[config.mk]
export PLATFORM = sky130hd
export DESIGN_NAME = spi_pkt_reader
export DESIGN_NICKNAME = d
export VERILOG_FILES = /design/src/rtl/spi_pkt_reader.sv
export SDC_FILE = /design/constraint.sdc
export NUM_CORES = 1
export LEC_CHECK = 0
export ABC_CLOCK_PERIOD_IN_PS = 2100
export CORE_UTILIZATION = 25
export CTS_BUF_LIST = sky130_fd_sc_hd__clkbuf_16
export DETAILED_ROUTE_END_ITERATION = 7
export GPL_TIMING_DRIVEN = 1
export PLACE_DENSITY_LB_ADDON = 0.3
export REMOVE_ABC_BUFFERS = 1
export SYNTH_ARGS = -nofsm -noshare
export SYNTH_HDL_FRONTEND = slang
export SYNTH_SLANG_ARGS = --single-unit
export TNS_END_PERCENT = 50
[constraint.sdc]
create_clock -name clk -period 2.1 [get_ports clk]
set_input_delay 0.315 -clock clk [delete_from_list [all_inputs] [get_ports clk]]
set_output_delay 0.315 -clock clk [all_outputs]
set_load 0.005 [all_outputs]
[src/rtl/spi_pkt_reader.sv]
// spi_pkt_reader
// SPI mode-0 master that reads one NUM_BYTES packet from the capture slave.
// Each byte is its own CS-low frame; the slave advances on each CS rising edge,
// so CS is released for CS_GAP cycles between bytes.
//
// Ports:
//   clk        system clock
//   rst        synchronous active-high reset (aborts any transfer)
//   start      request a packet read, only looked at in IDLE
//   MISO       serial data from slave, sampled as SCK falls
//   SCK        SPI clock, idle low, half-period CLK_DIV clk cycles
//   CS         chip select, active low
//   MOSI       TX_FILL shifted out MSB first, changes only while SCK is low
//   pkt_out    assembled packet, first received byte in the top byte
//   pkt_valid  one-cycle pulse when pkt_out is updated
//   busy       high from the cycle after start is accepted until back in IDLE
module spi_pkt_reader #(
    parameter int         CLK_DIV   = 4,
    parameter int         NUM_BYTES = 8,
    parameter int         CS_GAP    = 4,
    parameter logic [7:0] TX_FILL   = 8'h00
) (
    input  logic                   clk,
    input  logic                   rst,
    input  logic                   start,
    input  logic                   MISO,
    output logic                   SCK,
    output logic                   CS,
    output logic                   MOSI,
    output logic [NUM_BYTES*8-1:0] pkt_out,
    output logic                   pkt_valid,
    output logic                   busy
);

    localparam int             BCW       = (NUM_BYTES > 1) ? $clog2(NUM_BYTES) : 1;
    localparam logic [7:0]     DIV_LAST  = 8'(CLK_DIV - 1);
    localparam logic [7:0]     GAP_LAST  = 8'(CS_GAP - 1);
    localparam logic [BCW-1:0] LAST_BYTE = BCW'(NUM_BYTES - 1);

    typedef enum logic [2:0] {IDLE, SETUP, SCK_HI, SCK_LO, GAP, DONE} state_t;

    state_t                      state, state_n;
    logic [7:0]                  div_cnt, div_cnt_n;
    logic [2:0]                  bit_cnt, bit_cnt_n;
    logic [BCW-1:0]              byte_cnt, byte_cnt_n;
    logic [7:0]                  shreg, shreg_n;
    logic [NUM_BYTES-1:0][7:0]   hold, hold_n;
    logic                        sck_n, cs_n, mosi_n, pkt_valid_n, busy_n;
    logic [NUM_BYTES*8-1:0]      pkt_out_n;

    always_ff @(posedge clk) begin
        if (rst) begin
            state     <= IDLE;
            div_cnt   <= '0;
            bit_cnt   <= '0;
            byte_cnt  <= '0;
            shreg     <= '0;
            hold      <= '0;
            SCK       <= 1'b0;
            CS        <= 1'b1;
            MOSI      <= TX_FILL[7];
            pkt_out   <= '0;
            pkt_valid <= 1'b0;
            busy      <= 1'b0;
        end else begin
            state     <= state_n;
            div_cnt   <= div_cnt_n;
            bit_cnt   <= bit_cnt_n;
            byte_cnt  <= byte_cnt_n;
            shreg     <= shreg_n;
            hold      <= hold_n;
            SCK       <= sck_n;
            CS        <= cs_n;
            MOSI      <= mosi_n;
            pkt_out   <= pkt_out_n;
            pkt_valid <= pkt_valid_n;
            busy      <= busy_n;
        end
    end

    always_comb begin
        state_n     = state;
        div_cnt_n   = div_cnt;
        bit_cnt_n   = bit_cnt;
        byte_cnt_n  = byte_cnt;
        shreg_n     = shreg;
        hold_n      = hold;
        sck_n       = SCK;
        cs_n        = CS;
        mosi_n      = MOSI;
        pkt_out_n   = pkt_out;
        pkt_valid_n = 1'b0;
        busy_n      = busy;

        case (state)
            IDLE: begin
                if (start) begin
                    state_n    = SETUP;
                    cs_n       = 1'b0;
                    busy_n     = 1'b1;
                    byte_cnt_n = '0;
                    bit_cnt_n  = '0;
                    div_cnt_n  = '0;
                    mosi_n     = TX_FILL[7];
                end
            end
            SETUP: begin
                if (div_cnt == DIV_LAST) begin
                    div_cnt_n = '0;
                    sck_n     = 1'b1;
                    state_n   = SCK_HI;
                end else begin
                    div_cnt_n = div_cnt + 8'd1;
                end
            end
            SCK_HI: begin
                if (div_cnt == DIV_LAST) begin
                    div_cnt_n = '0;
                    sck_n     = 1'b0;
                    shreg_n   = {shreg[6:0], MISO};
                    // 6 - bit_cnt wraps to 7 after the last bit, which leaves
                    // MOSI on TX_FILL[7] ready for the next frame.
                    mosi_n    = TX_FILL[3'(3'd6 - bit_cnt)];
                    state_n   = SCK_LO;
                end else begin
                    div_cnt_n = div_cnt + 8'd1;
                end
            end
            SCK_LO: begin
                if (div_cnt == DIV_LAST) begin
                    div_cnt_n = '0;
                    if (bit_cnt != 3'd7) begin
                        bit_cnt_n = bit_cnt + 3'd1;
                        sck_n     = 1'b1;
                        state_n   = SCK_HI;
                    end else begin
                        bit_cnt_n = '0;
                        cs_n      = 1'b1;
                        // slot 0 (first byte on the wire) lands in the top byte
                        hold_n[LAST_BYTE - byte_cnt] = shreg;
                        if (byte_cnt != LAST_BYTE) begin
                            byte_cnt_n = byte_cnt + BCW'(1);
                            state_n    = GAP;
                        end else begin
                            state_n    = DONE;
                        end
                    end
                end else begin
                    div_cnt_n = div_cnt + 8'd1;
                end
            end
            GAP: begin
                if (div_cnt == GAP_LAST) begin
                    div_cnt_n = '0;
                    cs_n      = 1'b0;
                    state_n   = SETUP;
                end else begin
                    div_cnt_n = div_cnt + 8'd1;
                end
            end
            DONE: begin
                pkt_out_n   = hold;
                pkt_valid_n = 1'b1;
                busy_n      = 1'b0;
                state_n     = IDLE;
            end
            default: state_n = IDLE;
        endcase
    end

endmodule

[After elaboration in Yosys (flattened, before gate mapping)]
Memory sizes are Yosys's and may differ from the RTL's.
Cells that the tools add are included.
Cells by class
  add/subtract/negate cells: 5
  $lt $le $gt $ge: 3
  equality and inequality tests: 16
  muxes and demuxes: 37
  bitwise operators: 1
  reduce and logical (&&, ||, !) cells: 19
Operators by type and width (number)
  64-bit bitwise mux: 1
  3-bit 2-to-1 mux: 12
  8-bit demux with 3-bit select: 1
  8-bit 2-to-1 mux: 3
  5-bit AND reduction: 4
  2-bit != test, second input constant: 8
  8-bit case mux with 2 select lines: 1
  3-bit case mux with 5 select lines: 1
  1-bit 2-to-1 mux: 12
  3-bit case mux with 2 select lines: 2
  3-bit AND reduction: 3
  8-bit by 1-bit adder with 8-bit output, second input constant: 1
  8-bit by 2-bit equality test with 1-bit output, second input constant: 1
  3-bit by 4-bit less-than comparator with 1-bit output, second input constant: 2
  2-bit nonzero test: 4
  3-bit by 1-bit adder with 3-bit output, second input constant: 2
  3-bit by 2-bit equality test with 1-bit output, second input constant: 2
  3-bit equality test, second input constant: 2
  3-bit != test, second input constant: 2
  1-bit case mux with 3 select lines: 2
  2-bit AND reduction: 3
  3-bit nonzero test: 2
  3-bit subtractor, first input constant: 2
  1-bit case mux with 2 select lines: 2
  6 further kinds: 6
Word-level totals
  flip-flop bits (word level): 158
  ROM bits: 8
  output and inout port bits: 69
  memories kept: 1
Memory list
  (no name shown): depth 8, bits a word 1, read ports 1, clocked after Yosys merged registers in 0, write ports 0, RTL line 123  | mosi_n = TX_FILL[3'(3'd6 - bit_cnt)];

[Depth between registers and ports, before layout]
  depth in word-level cells: 6
  depth in mapped cells: 7

[Least setup slack after synthesis]
OpenSTA, ideal clock, no wires.
  path kind: register to register
  start: reg div_cnt[0]
  end: reg hold[10] in the netlist's numbering
  setup time: 0.128 ns
  data arrival time: 1.711 ns
  setup slack: 0.262 ns
  stages on the path, launching flop included: 7
  cell sequence: dfxtp_1 -> ha_1 -> nor4b_4 -> buf_6 -> nand4_2 -> mux2i_1 -> nor2_1
On the way
  cells in the longest elaborated chain, start to end: 2
RTL lines
  start, declared: RTL line 43  | logic [7:0] div_cnt, div_cnt_n;
  start signal, assigned: RTL line 67  | div_cnt <= div_cnt_n;
  8-bit by 2-bit equality test with 1-bit output: RTL line 130  | if (div_cnt == DIV_LAST) begin
  3-bit AND reduction (no source line)
  end signal, assigned: RTL line 71  | hold <= hold_n;
  end, declared: RTL line 47  | logic [NUM_BYTES-1:0][7:0] hold, hold_n;
Every way passes these cells.
A chain may end at the register's enable or synchronous reset.

[Worst setup path in the final report]
  start: reg bit_cnt[0]
  end: reg hold[18] in the netlist's numbering
On the way
  cells in the longest elaborated chain, start to end: 3
RTL lines
  start, declared: RTL line 44  | logic [2:0] bit_cnt, bit_cnt_n;
  start signal, assigned: RTL line 68  | bit_cnt <= bit_cnt_n;
  3-bit != test: RTL line 132  | if (bit_cnt != 3'd7) begin
  1-bit inverter (no source line)
  3-bit AND reduction (no source line)
Every way passes these cells.

==> impl_metrics.yaml <==
cts:
  htreeDepth: 4
  holdBufCountCts: 0
  insertion_delay_ns: 0.43
  clockRootBuffer: "clkbuf_16"
  cts.sinks: 157
  cts_made_buffers: 17
  tritoncts: "yes"
  post_cts_resized: 0
  cts_setup_buffers: 0
  clk_path_buf_depth: 2
  clkTransAtPathRegs_ns: 0.06
timing:
  timing.final.crit_share: 0.9386
  relSlewSlack: 0.5947
  whs_ns: 0.2064
  setup_viol: 0
  hold_violations: 0
  fmax_mhz: 507.4
  layout_setup_ws_ns: 0.1290
  tns_ns: 0
  worst_pin_slew_ns: 0.6030
  finalMaxSlewViolations: 0
  rsz0062_at_grt: "yes"
  min_period_ns: 1.971
  finClkSkew_ns: 0.01972
pwr:
  power.leakage_nw: 3.243
  clkPwrFrac: 0.491
  ir_worst_vdd_v: 0.0003674
  p_int_mw: 4.709
  power_frac_comb: 0.021
  p_sw_frac: 0.2334
  p_seq_frac: 0.487
  switchingPower_mw: 1.433
  p_per_area_nw_per_um2: 790.8
logic_synthesis:
  seq_area_frac_synth: 0.5120
  synth_top_area_frac: 0.5120
  synth-edff-count: 0
  synthCells: 673
  synth_async_sr_flop_share: 0
  yosysWarnings: 0
  ys_types: 52
  ys_top_cells_by_area: "dfxtp_1 51%, mux2i_1 12%, nand2_1 8.2%"
  yosys.area.top_type: "dfxtp_1"
  synth-seq-cells: 157
  ys.flop_type: "dfxtp_1"
  syn_avg_cell_area_um2: 9.121
  syn_area_um2: 6138
finish:
  instances_no_fill: 1060
  final_common_cell: "dfxtp_1"
  fill_cells: 2446
  final_cell_mix: "157 x dfxtp_1, 134 x nand2_1, 84 x nor2_1, 74 x a21oi_1, 72 x mux2i_1"
  area_growth_pct: 26.54
  drive_above_1_share: 0.09042
  final_nets: 737
  antenna_cells: 0
drt:
  first_pass_iters: 4
  routedWlPerCell_um: 13.36
  post-route-drc-count: 0
  avgViaCountPerCell: 4.347
  postRouteAntennaNets: 0
  drt_iter0_drc: 186
  wirelength_um: 14170
  vias: 4608
floorplanning:
  die_w_um: 158.7
  die-area_um2: 25180
  num_rows: 56
  ios: 73
  fp.dieH_um: 158.7
  start_util: 0.2584
  coreArea_um2: 23750
setup_path:
  worst_setup_path_end_kind: "flip-flop"
  cp_data_required_time_ns: 2.39
  arrival_ns: 2.26
  cp_max_fo: 9
  startpoint_type: "flip-flop"
  path_class: "flip-flop to flip-flop"
global_routing:
  grt_max_degree: 80
  grt_pass1_wl_um: 23440
  grtUsageTotal: 0.1206
  overflow: 0
  antenna_found_initial: 0
  grt_pass1_vias: 4475
run_status:
  run_status: "complete, no violations"
worst_hold_path:
  hold_path_class: "input port to flip-flop"
run:
  cap_violations: 0
placed_design:
  dp_hpwl_um: 8795
  placed_cells: 1028
  dp_worst_setup_slack_ns: 0.03411
  gp_congestion: 0.7645
  port_buffers: 71
==> critical path: stages (launching register included) <==
cell     delay, ns
dfxtp_1       0.35
ha_1          0.16
ha_1          0.18
and4b_1       0.21
buf_4         0.21
nand4_2       0.40
mux2i_1       0.28
nor2_1        0.05
==> flip-flops by register name (all words and copies together) (netlist names) <==
register,flops
byte_cnt,3
busy,1
shreg,8
CS,1
hold,64
pkt_out,64
state,3
SCK,1
bit_cnt,3
pkt_valid,1
div_cnt,8
==> kinds of logic (layout without fill, tap and decap cells) <==
logic type / after synthesis / count (layout) / synth area share
multiplexers: 72 / 72 / 0.1174
AO/OA/AOI/OAI: 98 / 98 / 0.08867
flip-flops: 157 / 157 / 0.5120
other: 1 / 1 / 0.0006109
buffers and inverters: 56 / 124 / 0.04668
XOR/XNOR: 6 / 6 / 0.008561
AND/OR/NAND/NOR: 278 / 278 / 0.2159
adder cells (fa/ha/maj): 5 / 5 / 0.01019
==> layout make-up <==
class	count	area (um2)	area share
Tap cell	319	399.1	0.05139
Inverter	4	15.01	0.001933
Clock inverter	15	153.9	0.01981
Timing Repair Buffer	88	910.9	0.1173
Multi-Input combinational cell	460	2720	0.3502
Sequential cell	157	3143	0.4046
Clock buffer	17	425.4	0.05477
==> per-stage QoR <==
| stage | power [mW] | util | instance area [um2] |
|---|---|---|---|
| 2_1_floorplan | 3.100 | - | 5867 |
| 3_3_place_gp | 3.195 | 0.3024 | 7182 |
| 3_5_place_dp | 3.194 | 0.3024 | 7182 |
| 4_1_cts | 6.262 | 0.3267 | 7761 |
| 5_1_grt | 6.391 | 0.3270 | 7767 |
| 6_report | 6.142 | 0.3270 | 7767 |
==> cell usage after synthesis (3+ instances only) <==
library cell / instances
nor3b_1: 5
buf_2: 4
a21oi_1: 74
nor4b_1: 3
inv_1: 4
buf_4: 4
dfxtp_1: 157
o21ai_0: 8
nand3_1: 11
buf_1: 7
mux2i_1: 72
clkbuf_1: 30
nand4_1: 5
and3b_1: 4
or3_1: 4
ha_1: 5
nor2_1: 84
xnor2_1: 5
nor4_1: 4
nand4_2: 6
clkbuf_8: 4
nand2_1: 134
==> layer usage <==
layer | wire (um) | global-route usage | vias up
met3 | 521 | 0.03021 | 8
met2 | 6246 | 0.1884 | 75
met1 | 7261 | 0.1607 | 2141
li1 | - | - | 2384
met4 | 136 | 0.04121 | 0
met5 | 0 | 0 | -
==> power by group through the flow <==
stage	clock, mW	sequential (mW)	combinational (mW)
6_report	3.02	2.99	0.132
5_1_grt	3.25	2.99	0.148
4_1_cts	3.14	2.99	0.134
3_5_place_dp	0	3.06	0.134
3_3_place_gp	0	3.06	0.135
2_1_floorplan	0	3.06	0.0389
==> worst paths after layout <==
kind | startpoint | end | slack (ns) | cells past startpoint
worst min-delay path | rst | state[1] | 0.21 | 2
worst max-delay path | bit_cnt[0] | hold[18] | 0.13 | 7
worst min register to register | hold[15] | pkt_out[15] | 0.44 | 2
worst max register to register | bit_cnt[0] | hold[18] | 0.13 | 7
Power figures use the tool's default switching activity.
==> variant: new RTL, same flow settings <==
Put one more register stage on the output `pkt_out`, cleared by the reset. The value now appears one clock later. The other outputs are not delayed to match. Comments in the files are not updated.
--- a/src/rtl/spi_pkt_reader.sv
+++ b/src/rtl/spi_pkt_reader.sv
@@ -39,6 +39,8 @@
 
     typedef enum logic [2:0] {IDLE, SETUP, SCK_HI, SCK_LO, GAP, DONE} state_t;
 
+    logic [NUM_BYTES*8-1:0] pkt_s0;
+
     state_t                      state, state_n;
     logic [7:0]                  div_cnt, div_cnt_n;
     logic [2:0]                  bit_cnt, bit_cnt_n;
@@ -59,7 +61,7 @@
             SCK       <= 1'b0;
             CS        <= 1'b1;
             MOSI      <= TX_FILL[7];
-            pkt_out   <= '0;
+            pkt_s0    <= '0;
             pkt_valid <= 1'b0;
             busy      <= 1'b0;
         end else begin
@@ -72,7 +74,7 @@
             SCK       <= sck_n;
             CS        <= cs_n;
             MOSI      <= mosi_n;
-            pkt_out   <= pkt_out_n;
+            pkt_s0    <= pkt_out_n;
             pkt_valid <= pkt_valid_n;
             busy      <= busy_n;
         end
@@ -88,7 +90,7 @@
         sck_n       = SCK;
         cs_n        = CS;
         mosi_n      = MOSI;
-        pkt_out_n   = pkt_out;
+        pkt_out_n   = pkt_s0;
         pkt_valid_n = 1'b0;
         busy_n      = busy;
 
@@ -168,5 +170,13 @@
         endcase
     end
 
+    always_ff @(posedge clk) begin
+        if (rst) begin
+            pkt_out <= '0;
+        end else begin
+            pkt_out <= pkt_s0;
+        end
+    end
+
 endmodule
 
Function: same outputs for any inputs over 10 cycles, from zero or initial values and one cycle with rst high; that may be too few to reach the edited logic, so the function may still have changed.
==> variant against the original RTL <==
  * Sequential share of layout area up 5.6 points
  * Clock power increased by 35%
  * Wire length increased by 17%
  * Critical path depth down 2
  * Via count rose by 7.9%
  * Hold slack better by 0.14 ns
  * Power rose by 38%
  * Count of clock-buffer cells in the layout grew 8
  * Area after synthesis increased by 23%
  * Design area up 24%
  * Sequential cell count increased by 64
  * Cell count grew 11%
  * Setup slack gained 0.024 ns
  * Sequential power up 41%
  * Critical path type unchanged
==> variant: results (changes against the original RTL) <==
.. list-table::
   :header-rows: 1

   * - Metric
     - Value
   * - Run status
     - completed (unchanged)
   * - Post-detail-place hpwl
     - 11100 µm (was 8790 µm)
   * - Maximum fanout count along the critical path
     - 12 (was 9)
   * - Sequential power
     - 4.21 mW (was 2.99 mW)
   * - Share of the cycle needed by the critical path after routing
     - 0.927 (was 0.939)
   * - Sequential cell area in the final layout
     - 4420 µm² (was 3140 µm²)
   * - Register-to-register path setup slack
     - 0.15 ns (was 0.13 ns)
   * - Top cell types by occurrence after synthesis
     - 221 x sky130_fd_sc_hd__dfxtp_1, 79 x sky130_fd_sc_hd__nand2_1, 72 x sky130_fd_sc_hd__mux2i_1, 65 x sky130_fd_sc_hd__nor2b_1, 64 x sky130_fd_sc_hd__o22a_1 (was 157 x sky130_fd_sc_hd__dfxtp_1, 134 x sky130_fd_sc_hd__nand2_1, 84 x sky130_fd_sc_hd__nor2_1, 74 x sky130_fd_sc_hd__a21oi_1, 72 x sky130_fd_sc_hd__mux2i_1)
   * - Avg WL per Cell
     - 14.2 µm (was 13.4 µm)
   * - Seq_cells
     - 221 (was 157)
   * - Met2 Track Usage GR
     - 0.168 (was 0.188)
   * - Source-to-sink clock delay at the later pin of the worst-skew pair
     - 0.51 ns (was 0.43 ns)
   * - Fraction of met3 tracks used by global routing
     - 0.0202 (was 0.0302)
   * - Final RePlAce weighted congestion
     - 0.782 (was 0.765)
   * - Delay of the slowest cell on the worst path
     - 0.62 ns (was 0.40 ns)
   * - Clock Skew
     - 0.0116 ns (was 0.0197 ns)
   * - Maximum number of pins on one net before global-route repair
     - 44 (was 80)
   * - Global routing usage summed across all routing layers
     - 0.108 (was 0.121)
   * - Reg2reg path depth
     - 5 (was 7)
   * - Layout multi-input combinational cell count
     - 405 (was 460)
   * - R2R Path End
     - div_cnt[6]$_SDFFE_PP0P_ (was hold[18]$_SDFFE_PP0P_)
   * - Setup slack at placement
     - 0.0694 ns (was 0.0341 ns)
   * - Maximum number of buffers from clock root to sink
     - 3 (was 2)
   * - Slowest CP cell
     - sky130_fd_sc_hd__a2111oi_1 (was sky130_fd_sc_hd__nand4_2)
   * - Hold-critical path depth
     - 3 (was 2)
   * - Leakage power
     - 4.00 nW (was 3.24 nW)
   * - VDD IR-drop max
     - 0.529 mV (was 0.367 mV)
   * - Drt first-iter violations
     - 262 (was 186)
   * - Sequential power share
     - 0.498 (was 0.487)
   * - Net total in the final layout
     - 773 (was 737)
## variant: metrics by stage
| stage | cells | hold WS [ns] | setup TNS (ns) | area (µm²) |
|---|---|---|---|---|
| floorplan | 630 | 0.384 | -111.37 | 7310 |
| global placement | 1128 | 0.448 | 0 | 8830 |
| detailed placement | 1128 | 0.453 | 0 | 8830 |
| CTS | 1172 | 0.336 | 0 | 9600 |
| global route | 1172 | 0.367 | 0 | 9600 |
| finish | 1172 | 0.342 | 0 | 9600 |
## variant: how the worst min path moves through the flow
stage,to,startpoint,slack (ns)
3_3_place_gp,hold[7]$_SDFFE_PP0P_,hold[7]$_SDFFE_PP0P_,0.45
6_report,byte_cnt[0]$_SDFFE_PP0P_,rst,0.34
4_1_cts,byte_cnt[0]$_SDFFE_PP0P_,rst,0.34
3_5_place_dp,hold[0]$_SDFFE_PP0P_,hold[0]$_SDFFE_PP0P_,0.45
5_1_grt,bit_cnt[0]$_SDFFE_PP0P_,rst,0.37
2_1_floorplan,bit_cnt[0]$_SDFFE_PP0P_,rst,0.38
## variant: kinds of logic after synthesis
group                      Yosys count  synth area share
DFF                                221             0.585
other                                1          0.000496
xor gates and xnor gates             4           0.00463
AOI/OAI and AO/OA                  102             0.106
muxes                               72            0.0953
buffers and inverters               48            0.0357
and+or+nand+nor                    221             0.164
adders and majority gates            5           0.00827
## variant: worst reg2reg max path, cell delays in order (launching register included)
cell,delay [ns]
sky130_fd_sc_hd__dfxtp_1,0.44
sky130_fd_sc_hd__buf_4,0.21
sky130_fd_sc_hd__o21a_1,0.22
sky130_fd_sc_hd__a2111oi_1,0.62
sky130_fd_sc_hd__a41oi_1,0.21
sky130_fd_sc_hd__a31oi_1,0.17
